<file path="config.mk">
export PLATFORM = sky130hd
export DESIGN_NAME = mips32_state_dump
export DESIGN_NICKNAME = d
export VERILOG_FILES = /design/src/rtl/mips32_state_dump.sv
export SDC_FILE = /design/constraint.sdc
export NUM_CORES = 1
export LEC_CHECK = 0
export ABC_AREA = 1
export CAP_MARGIN = 20
export CORE_ASPECT_RATIO = 0.5
export CORE_MARGIN = 4
export CORE_UTILIZATION = 50
export DETAILED_ROUTE_END_ITERATION = 16
export PLACE_DENSITY_LB_ADDON = 0.08
export RECOVER_POWER = 25
export SYNTH_ARGS = -nofsm -noshare
export SYNTH_HDL_FRONTEND = slang
export SYNTH_SLANG_ARGS = --single-unit
</file>
<file path="constraint.sdc">
create_clock -name clk1 -period 2.3 [get_ports clk1]
set_input_delay 0.345 -clock clk1 [delete_from_list [all_inputs] [get_ports clk1]]
set_output_delay 0.345 -clock clk1 [all_outputs]
set_load 0.05 [all_outputs]
</file>
<file path="src/rtl/mips32_state_dump.sv">
// mips32_state_dump
//
// Post-run readback engine for the pipelined MIPS32 core. When the core
// raises halted, this block walks the register file and then a window of
// data memory. It emits one word at a time on a valid/ready stream, and
// tags each word with its source and index. A host or UART bridge can then
// check program results without hierarchical peeks into the core.
//
// State table:
//   state   | meaning
//   IDLE    | waiting for a registered rising edge of halted
//   REG_RD  | reg_addr presents the current register; capture it at the edge
//   REG_OUT | register word offered on the stream; wait for acceptance
//   MEM_RD  | mem_addr presents the current word; capture it at the edge
//   MEM_OUT | memory word offered on the stream; wait for acceptance
//   FIN     | pulse done once, then wait for halted=0 before re-arming
//
// Ports:
//   clk1        in   single clock, rising edge
//   rst_n       in   asynchronous active-low reset
//   halted      in   core HALTED flag (level)
//   reg_addr    out  register-file read address
//   reg_rdata   in   register-file read data, combinational from reg_addr
//   mem_addr    out  memory read word address
//   mem_rdata   in   memory read data, combinational from mem_addr
//   dump_valid  out  output word valid
//   dump_ready  in   sink accepts word
//   dump_data   out  word value
//   dump_src    out  0 = register, 1 = memory
//   dump_index  out  register number or memory address
//   dump_last   out  final word of the dump (qualified by dump_valid)
//   busy        out  dump in progress
//   done        out  one-cycle pulse after the final word is accepted
//
// Parameters:
//   NUM_REGS   registers dumped, R0..R(NUM_REGS-1), 0..32
//   MEM_BASE   first memory word address dumped
//   MEM_WORDS  memory words dumped, 0..1023
//   ADDR_W     memory word-address width

module mips32_state_dump #(
  parameter int NUM_REGS  = 6,
  parameter int MEM_BASE  = 0,
  parameter int MEM_WORDS = 8,
  parameter int ADDR_W    = 10
) (
  input  logic              clk1,
  input  logic              rst_n,
  input  logic              halted,
  output logic [4:0]        reg_addr,
  input  logic [31:0]       reg_rdata,
  output logic [ADDR_W-1:0] mem_addr,
  input  logic [31:0]       mem_rdata,
  output logic              dump_valid,
  input  logic              dump_ready,
  output logic [31:0]       dump_data,
  output logic              dump_src,
  output logic [ADDR_W-1:0] dump_index,
  output logic              dump_last,
  output logic              busy,
  output logic              done
);

  localparam bit               HAS_REGS   = (NUM_REGS > 0);
  localparam bit               HAS_MEM    = (MEM_WORDS > 0);
  localparam logic [4:0]       REG_LAST   = HAS_REGS ? 5'(NUM_REGS - 1) : 5'd0;
  localparam logic [ADDR_W-1:0] MEM_BASE_A = ADDR_W'(MEM_BASE);
  localparam logic [10:0]      MEM_CNT    = 11'(MEM_WORDS);

  typedef enum logic [2:0] {
    IDLE    = 3'd0,
    REG_RD  = 3'd1,
    REG_OUT = 3'd2,
    MEM_RD  = 3'd3,
    MEM_OUT = 3'd4,
    FIN     = 3'd5
  } state_t;

  state_t      state;
  state_t      state_nxt;
  state_t      first_state;
  state_t      after_regs;

  // halted_q resets to 1 so that a halted level already high when reset
  // is released does not look like a fresh edge; a new dump then needs
  // halted to be seen low first.
  logic        halted_q;
  logic [10:0] mem_left;   // memory words still to be captured, counts down
  logic        start;
  logic        abort;
  logic        reg_is_last;
  logic        mem_is_last;

  assign start       = halted & ~halted_q;
  // busy is high exactly while a dump is in flight, including the FIN
  // entry cycle, so it also qualifies the abort.
  assign abort       = busy & ~halted;
  assign reg_is_last = (reg_addr == REG_LAST);
  assign mem_is_last = (mem_left == 11'd1);

  always_comb begin
    first_state = FIN;
    if (HAS_REGS) begin
      first_state = REG_RD;
    end else if (HAS_MEM) begin
      first_state = MEM_RD;
    end
  end

  always_comb begin
    after_regs = FIN;
    if (HAS_MEM) begin
      after_regs = MEM_RD;
    end
  end

  always_ff @(posedge clk1 or negedge rst_n) begin
    if (!rst_n) begin
      state <= IDLE;
    end else begin
      state <= state_nxt;
    end
  end

  always_comb begin
    state_nxt = state;
    if (abort) begin
      state_nxt = IDLE;
    end else begin
      case (state)
        IDLE: begin
          if (start) begin
            state_nxt = first_state;
          end
        end
        REG_RD: begin
          state_nxt = REG_OUT;
        end
        REG_OUT: begin
          if (dump_ready) begin
            state_nxt = reg_is_last ? after_regs : REG_RD;
          end
        end
        MEM_RD: begin
          state_nxt = MEM_OUT;
        end
        MEM_OUT: begin
          if (dump_ready) begin
            state_nxt = mem_is_last ? FIN : MEM_RD;
          end
        end
        FIN: begin
          if (!halted) begin
            state_nxt = IDLE;
          end
        end
        default: begin
          state_nxt = IDLE;
        end
      endcase
    end
  end

  always_ff @(posedge clk1 or negedge rst_n) begin
    if (!rst_n) begin
      halted_q   <= 1'b1;
      reg_addr   <= '0;
      mem_addr   <= MEM_BASE_A;
      mem_left   <= '0;
      dump_valid <= 1'b0;
      dump_data  <= '0;
      dump_src   <= 1'b0;
      dump_index <= '0;
      dump_last  <= 1'b0;
      busy       <= 1'b0;
      done       <= 1'b0;
    end else begin
      halted_q <= halted;
      done     <= 1'b0;
      if (abort) begin
        // The only case where a presented word is withdrawn.
        dump_valid <= 1'b0;
        dump_last  <= 1'b0;
        busy       <= 1'b0;
      end else begin
        case (state)
          IDLE: begin
            if (start) begin
              busy     <= 1'b1;
              reg_addr <= '0;
              mem_addr <= MEM_BASE_A;
              mem_left <= MEM_CNT;
            end
          end
          REG_RD: begin
            dump_data  <= reg_rdata;
            dump_src   <= 1'b0;
            dump_index <= ADDR_W'(reg_addr);
            dump_valid <= 1'b1;
            dump_last  <= reg_is_last & ~HAS_MEM;
          end
          REG_OUT: begin
            if (dump_ready) begin
              dump_valid <= 1'b0;
              dump_last  <= 1'b0;
              reg_addr   <= reg_addr + 5'd1;
            end
          end
          MEM_RD: begin
            dump_data  <= mem_rdata;
            dump_src   <= 1'b1;
            dump_index <= mem_addr;
            dump_valid <= 1'b1;
            dump_last  <= mem_is_last;
          end
          MEM_OUT: begin
            if (dump_ready) begin
              dump_valid <= 1'b0;
              dump_last  <= 1'b0;
              // Natural ADDR_W-bit overflow gives the modulo wrap.
              mem_addr   <= mem_addr + ADDR_W'(1);
              mem_left   <= mem_left - 11'd1;
            end
          end
          FIN: begin
            // busy still high means this is the entry cycle.
            if (busy) begin
              done <= 1'b1;
              busy <= 1'b0;
            end
          end
          default: begin
            busy <= 1'b0;
          end
        endcase
      end
    end
  end

endmodule

</file>
==> results of run 1 <==
[state kept, by name (all words and copies together) (netlist names), 3 cells and up]
register / count
dump_index: 10
state: 3
mem_addr: 10
reg_addr: 5
dump_data: 32
mem_left: 11
[power breakdown]
group	switching, uW	internal (uW)	leakage, uW	total [uW]
combinational	3070	1480	0.00133	4540
sequential	322	1800	0.000971	2130
clock	519	751	0.000129	1270
total	3910	4030	0.00243	7940
[logic make-up (layout without fill, tap and decap cells)]
group,count (synthesis),in the layout,synth area share
simple gates,212,212,0.244
compound gates,125,125,0.166
flops,77,77,0.492
buf+inv,60,188,0.0782
fa+ha+maj,5,5,0.0160
xor+xnor,2,2,0.00447
[per-stage QoR]
step,setup slack [ps],utilization,total power (uW),cells
after global routing,210,0.744,8420,717
after floorplan,680,-,5330,481
after detailed placement,207,0.708,6670,701
after CTS,248,0.744,7950,717
after global placement,261,0.708,6580,701
final,244,0.744,7940,717
[cell usage after synthesis, drive strengths merged, types with 2 or more instances]
library cell,n
nor3,9
nor4,8
nand2,92
buf,18
a21oi,53
xor2,2
inv,35
nor2,57
o21ai,53
o22ai,18
clkbuf,7
ha,5
nand4,18
dfrtp,76
nand3,27
[worst min-delay path: stages (launching register included)]
cell and delay [ps]:
dfrtp_1 340, nand2_1 60, nand2_1 50
[routing by layer]
metal	global-route usage	up-vias
met5	0	-
met4	0.0593	0
met3	0.0632	13
met2	0.378	124
met1	0.348	1876
li1	-	1900
[timing repair]
action                     4_1_cts  5_1_grt
buffers inserted                 0        0
hold endpoints to repair        28        0
setup endpoints to repair        0        0
hold buffers                     1        0
[final timing paths]
path | startpoint | endpoint | slack, ps | cells after the start
max | mem_addr[0] | mem_addr[0] | 240 | 1
min | dump_src | dump_src | 470 | 2
max reg2reg | state[2] | dump_index[2] | 600 | 6
min reg2reg | dump_src | dump_src | 470 | 2
max in group asynchronous | rst_n | dump_data[2] | 960 | 3
min in group asynchronous | rst_n | mem_left[9] | 620 | 2
[area by class of cell]
class | instances | area [um2] | area share
clock buffer | 13 | 250 | 0.0451
clock inverter | 2 | 10.0 | 0.00180
inverter | 35 | 134 | 0.0241
multi-input combinational | 344 | 1690 | 0.304
sequential | 77 | 1930 | 0.347
tap | 108 | 135 | 0.0243
timing repair buffer | 138 | 1410 | 0.253
==> flow_metrics.env, run 1 <==
export IMPL_async_flop_share=1.00
export IMPL_drive_above_1_share=0.0575
export IMPL_die_w_um=133
export IMPL_fin_nets=678
export IMPL_whs_ps=472
export IMPL_cp_required_ps=1960
export IMPL_final_antenna_net_count=0
export IMPL_hold_viol_final=0
export IMPL_path_clk_slew_ps=60
export IMPL_numCtsBuffers=9
export IMPL_rsz0062_at_grt="false"
export IMPL_synth_cell_types=28
export IMPL_grt_pass1_vias=3682
export IMPL_fin_tns_setup_ps=0
export IMPL_peakVddDrop_uv=632
export IMPL_place_area_mm2=0.00528
export IMPL_crit_arrival_ps=1710
export IMPL_grt_max_degree=56
export IMPL_core_area_mm2=0.00746
export IMPL_post_route_min_period_ps=2060
export IMPL_synth_warnings=0
export IMPL_clkSinkCount=77
export IMPL_status="completed"
export IMPL_critPathMaxStageDelay_ps=860
export IMPL_post_cts_resized=0
export IMPL_slew_viol_final=0
export IMPL_first_pass_iters=4
export IMPL_cp_start_kind="register"
export IMPL_synth_area_top_cells="dfrtp_1 49%, nand2_1 8.5%, a21oi_1 6.8%, o21ai_0 5.4%, nor2_1 5.1%"
export IMPL_ys_flop_type="dfrtp_1"
export IMPL_critPathMaxFanout=8
export IMPL_period_share=0.894
export IMPL_cts_root_buf="clkbuf_16"
export IMPL_hpwl_um=8040
export IMPL_final_cell_mix="127 x clkdlybuf4s50_1, 89 x nand2_1, 76 x dfrtp_1"
export IMPL_path_buf_inv=1
export IMPL_portBuffers=129
export IMPL_cp_cell_sequence="clkdlybuf4s50_1"
export IMPL_place_congestion=0.895
export IMPL_synth_top_area_share=0.485
export IMPL_netlist_instances=481
export IMPL_finClkSkew_ps=3.03
export IMPL_p_leak_uw=0.00243
export IMPL_num_io_pins=130
export IMPL_wl_met2_um=5260
export IMPL_routed_via_density=5.46
export IMPL_overflow=0
export IMPL_worstSetupEndpointType="output pin"
export IMPL_syn_area_mm2=0.00392
export IMPL_num_vias=3913
export IMPL_relSlewSlack=0.478
export IMPL_synth_seq_cells=77
export IMPL_fillers=587
export IMPL_dieHeight_um=70.6
export IMPL_antenna_found_initial=0
export IMPL_grt_pass1_wl_um=18500
export IMPL_min_path_type="reg -> reg"
export IMPL_htreeDepth=3
export IMPL_max_freq_ghz=0.486
export IMPL_cp_slowest_cell="clkdlybuf4s50_1"
export IMPL_mostFrequentLayoutCell="clkdlybuf4s50_1"
export IMPL_cts_tree="built"
export IMPL_design_die_area_mm2=0.00941
export IMPL_diodes=0
export IMPL_avgSynthCellArea_um2=8.15
export IMPL_drv_cap=0
export IMPL_drc=0
export IMPL_postLayoutCellArea_mm2=0.00555
export IMPL_worstMarginPinSlew_ps=783
export IMPL_synth_seq_area_share=0.492
export IMPL_top_layer="met4"
export IMPL_insertion_delay_ps=340
export IMPL_p_per_area_mw_per_mm2=1430
export IMPL_crit_type="reg -> out"
export IMPL_wire_per_inst_um=16.0
export IMPL_wl_um=11500
export IMPL_synth_edf_count=0
export IMPL_wl_met3_um=762
export IMPL_initial_core_util=0.526
export IMPL_synth_nets=554
export IMPL_drt_met1_wl_um=5300
export IMPL_detail_route_iter0_violations=350
export IMPL_ctsLongestPathBuffers=2
export IMPL_critPathTopFamily="buffers and inverters"
export IMPL_area_delta_synth_final_pct=41.5
export IMPL_grt_usage=0.244
export IMPL_finalSetupViolCount=0
export IMPL_fp_row_count=22
export IMPL_yosys_area_top_type="dfrtp_1"
(Power assumes the default switching activity.)
==> run 2: changes to the inputs <==
SLEW_MARGIN = 20   (was default)
==> results of run 2 <==
Final layout, timing and power as in run 1 (identical DEF).
==> run 3: changes to the inputs <==
REMOVE_ABC_BUFFERS = 1   (was default)
SLEW_MARGIN = default   (was 20)
==> run 3 against run 2 <==
Global-route usage rose by 0.86 points. Sequential power is essentially flat. Register-to-register slack got worse by 140 ps. Clock skew is 1.8 ps higher. Hold slack lost 290 ps. Final cell count is 0.28% higher. Cell area is 0.74% higher. Wire length up 2.2%. Maximum frequency up 0.81%. Critical endpoint unchanged. Largest power group unchanged.
==> flow_metrics.env, run 3 (synthesized netlist as in run 1, its figures left out) <==
export IMPL_detail_route_iter0_violations=319
export IMPL_r2r_cells=6
export IMPL_critPathMaxFanout=8
export IMPL_slew_viol_final=0
export IMPL_dp_cells=703
export IMPL_cp_start_kind="register"
export IMPL_largest_reg_flops=32
export IMPL_timing_final_ws_setup_ps=261
export IMPL_num_io_pins=130
export IMPL_core_area_mm2=0.00746
export IMPL_path_clk_slew_ps=60
export IMPL_cp_required_ps=1960
export IMPL_post_cts_resized=0
export IMPL_mostFrequentLayoutCell="clkdlybuf4s50_1"
export IMPL_portBuffers=129
export IMPL_drc=0
export IMPL_pre_cts_slack_ps=156
export IMPL_num_vias=3927
export IMPL_antenna_found_initial=0
export IMPL_largestRegisters="dump_data x32, mem_left x11"
export IMPL_place_congestion=0.838
export IMPL_cts_tree="built"
export IMPL_peakVddDrop_uv=901
export IMPL_dieHeight_um=70.6
export IMPL_wl_um=11700
export IMPL_drive_above_1_share=0.0671
export IMPL_seq_area_mm2=0.00193
export IMPL_crit_path_start="mem_addr[0]"
export IMPL_final_cell_mix="127 x clkdlybuf4s50_1, 89 x nand2_1, 76 x dfrtp_1"
export IMPL_grt_usage=0.253
export IMPL_design_die_area_mm2=0.00941
export IMPL_grt_max_degree=43
export IMPL_finalSetupViolCount=0
export IMPL_r2r_start="state[2]"
export IMPL_insertion_delay_ps=340
export IMPL_crit_arrival_ps=1690
export IMPL_crit_cells=1
export IMPL_initial_core_util=0.526
export IMPL_period_share=0.887
export IMPL_area_delta_synth_final_pct=42.6
export IMPL_p_per_area_mw_per_mm2=1460
export IMPL_hold_viol_final=0
export IMPL_min_path_type="in -> async"
export IMPL_critPathTopFamily="buffers and inverters"
export IMPL_hpwl_um=8360
export IMPL_rsz0062_at_grt="false"
export IMPL_cp_cell_sequence="clkdlybuf4s50_1"
export IMPL_final_antenna_net_count=0
export IMPL_whs_ps=186
export IMPL_critPathMaxStageDelay_ps=860
export IMPL_largest_register="dump_data"
export IMPL_status="completed"
export IMPL_fillers=560
export IMPL_p_leak_uw=0.00246
export IMPL_final_cells=719
export IMPL_reg2reg_to="dump_index[2]"
export IMPL_diodes=0
export IMPL_max_freq_ghz=0.490
export IMPL_hold_buffers=0
export IMPL_wire_per_inst_um=16.3
export IMPL_grt_pass1_vias=3719
export IMPL_relSlewSlack=0.307
export IMPL_ctsLongestPathBuffers=2
export IMPL_r2r_slack_ps=460
export IMPL_fp_row_count=22
export IMPL_post_route_min_period_ps=2040
export IMPL_cp_slowest_cell="clkdlybuf4s50_1"
export IMPL_worstSetupEndpointType="output pin"
export IMPL_multiInputGateArea_mm2=0.00169
export IMPL_first_pass_iters=5
export IMPL_numCtsBuffers=9
export IMPL_cts_setup_buffers=0
export IMPL_overflow=0
export IMPL_finClkSkew_ps=4.88
export IMPL_clkSinkCount=77
export IMPL_die_w_um=133
export IMPL_fin_nets=679
export IMPL_path_buf_inv=1
export IMPL_routed_via_density=5.46
export IMPL_worstMarginPinSlew_ps=1040
export IMPL_htreeDepth=3
export IMPL_grt_pass1_wl_um=19000
export IMPL_drv_cap=0
export IMPL_crit_type="reg -> out"
export IMPL_cts_root_buf="clkbuf_16"
-- run 3: changes by cell type in the layout (fill, tap and decap cells not counted), sizes merged --
cell         change
dlygate4sd3      -1
bufinv           +1
buf              +1
clkinv           +1
-- run 3: report_power, final --
part	switching [uW]	internal, uW	leakage [uW]	total [uW]
Clock	539	923	0.000158	1460
Sequential	327	1800	0.000971	2130
Combinational	3090	1500	0.00133	4600
-- run 3: worst register-to-register path: cells and delay by family, from the launching register on --
family	cells	cell delay [ps]
AO/OA/AOI/OAI	2	310
buffers and inverters	3	780
flip-flops	1	470
AND/OR/NAND/NOR	1	190
-- run 3: worst max path at each step --
stage / endpoint / slack [ps]
after floorplan: dump_data[0] / -90
after global placement: dump_index[2] / 230
after detailed placement: dump_index[2] / 160
after CTS: mem_addr[0] / 250
after global routing: mem_addr[0] / 220
final: mem_addr[0] / 260
-- run 3: routing by layer --
layer | up-vias | part of all wire | track usage | wire length (um)
li1 | 1897 | - | - | -
met1 | 1896 | 0.44 | 0.342 | 5170
met3 | 15 | 0.060 | 0.0611 | 702
met5 | - | 0 | 0 | 0
met2 | 119 | 0.48 | 0.412 | 5660
met4 | 0 | 0.015 | 0.0741 | 181
-- run 3: stage by stage --
step	area [um2]	setup TNS, ps	utilization	power, uW
floorplan	3750	-1860	-	5050
global placement	5300	0	0.710	6630
detailed placement	5300	0	0.710	6720
CTS	5610	0	0.752	8210
global route	5590	0	0.750	8660
finish	5590	0	0.750	8190
-- run 3: final cells by class --
cell class / instances / area share
flip-flops and latches: 77 / 0.345
multi-input cells: 344 / 0.302
repair buffers: 139 / 0.250
clock buffers: 12 / 0.0477
well taps: 108 / 0.0242
inverters: 35 / 0.0239
clock inverters: 4 / 0.00806
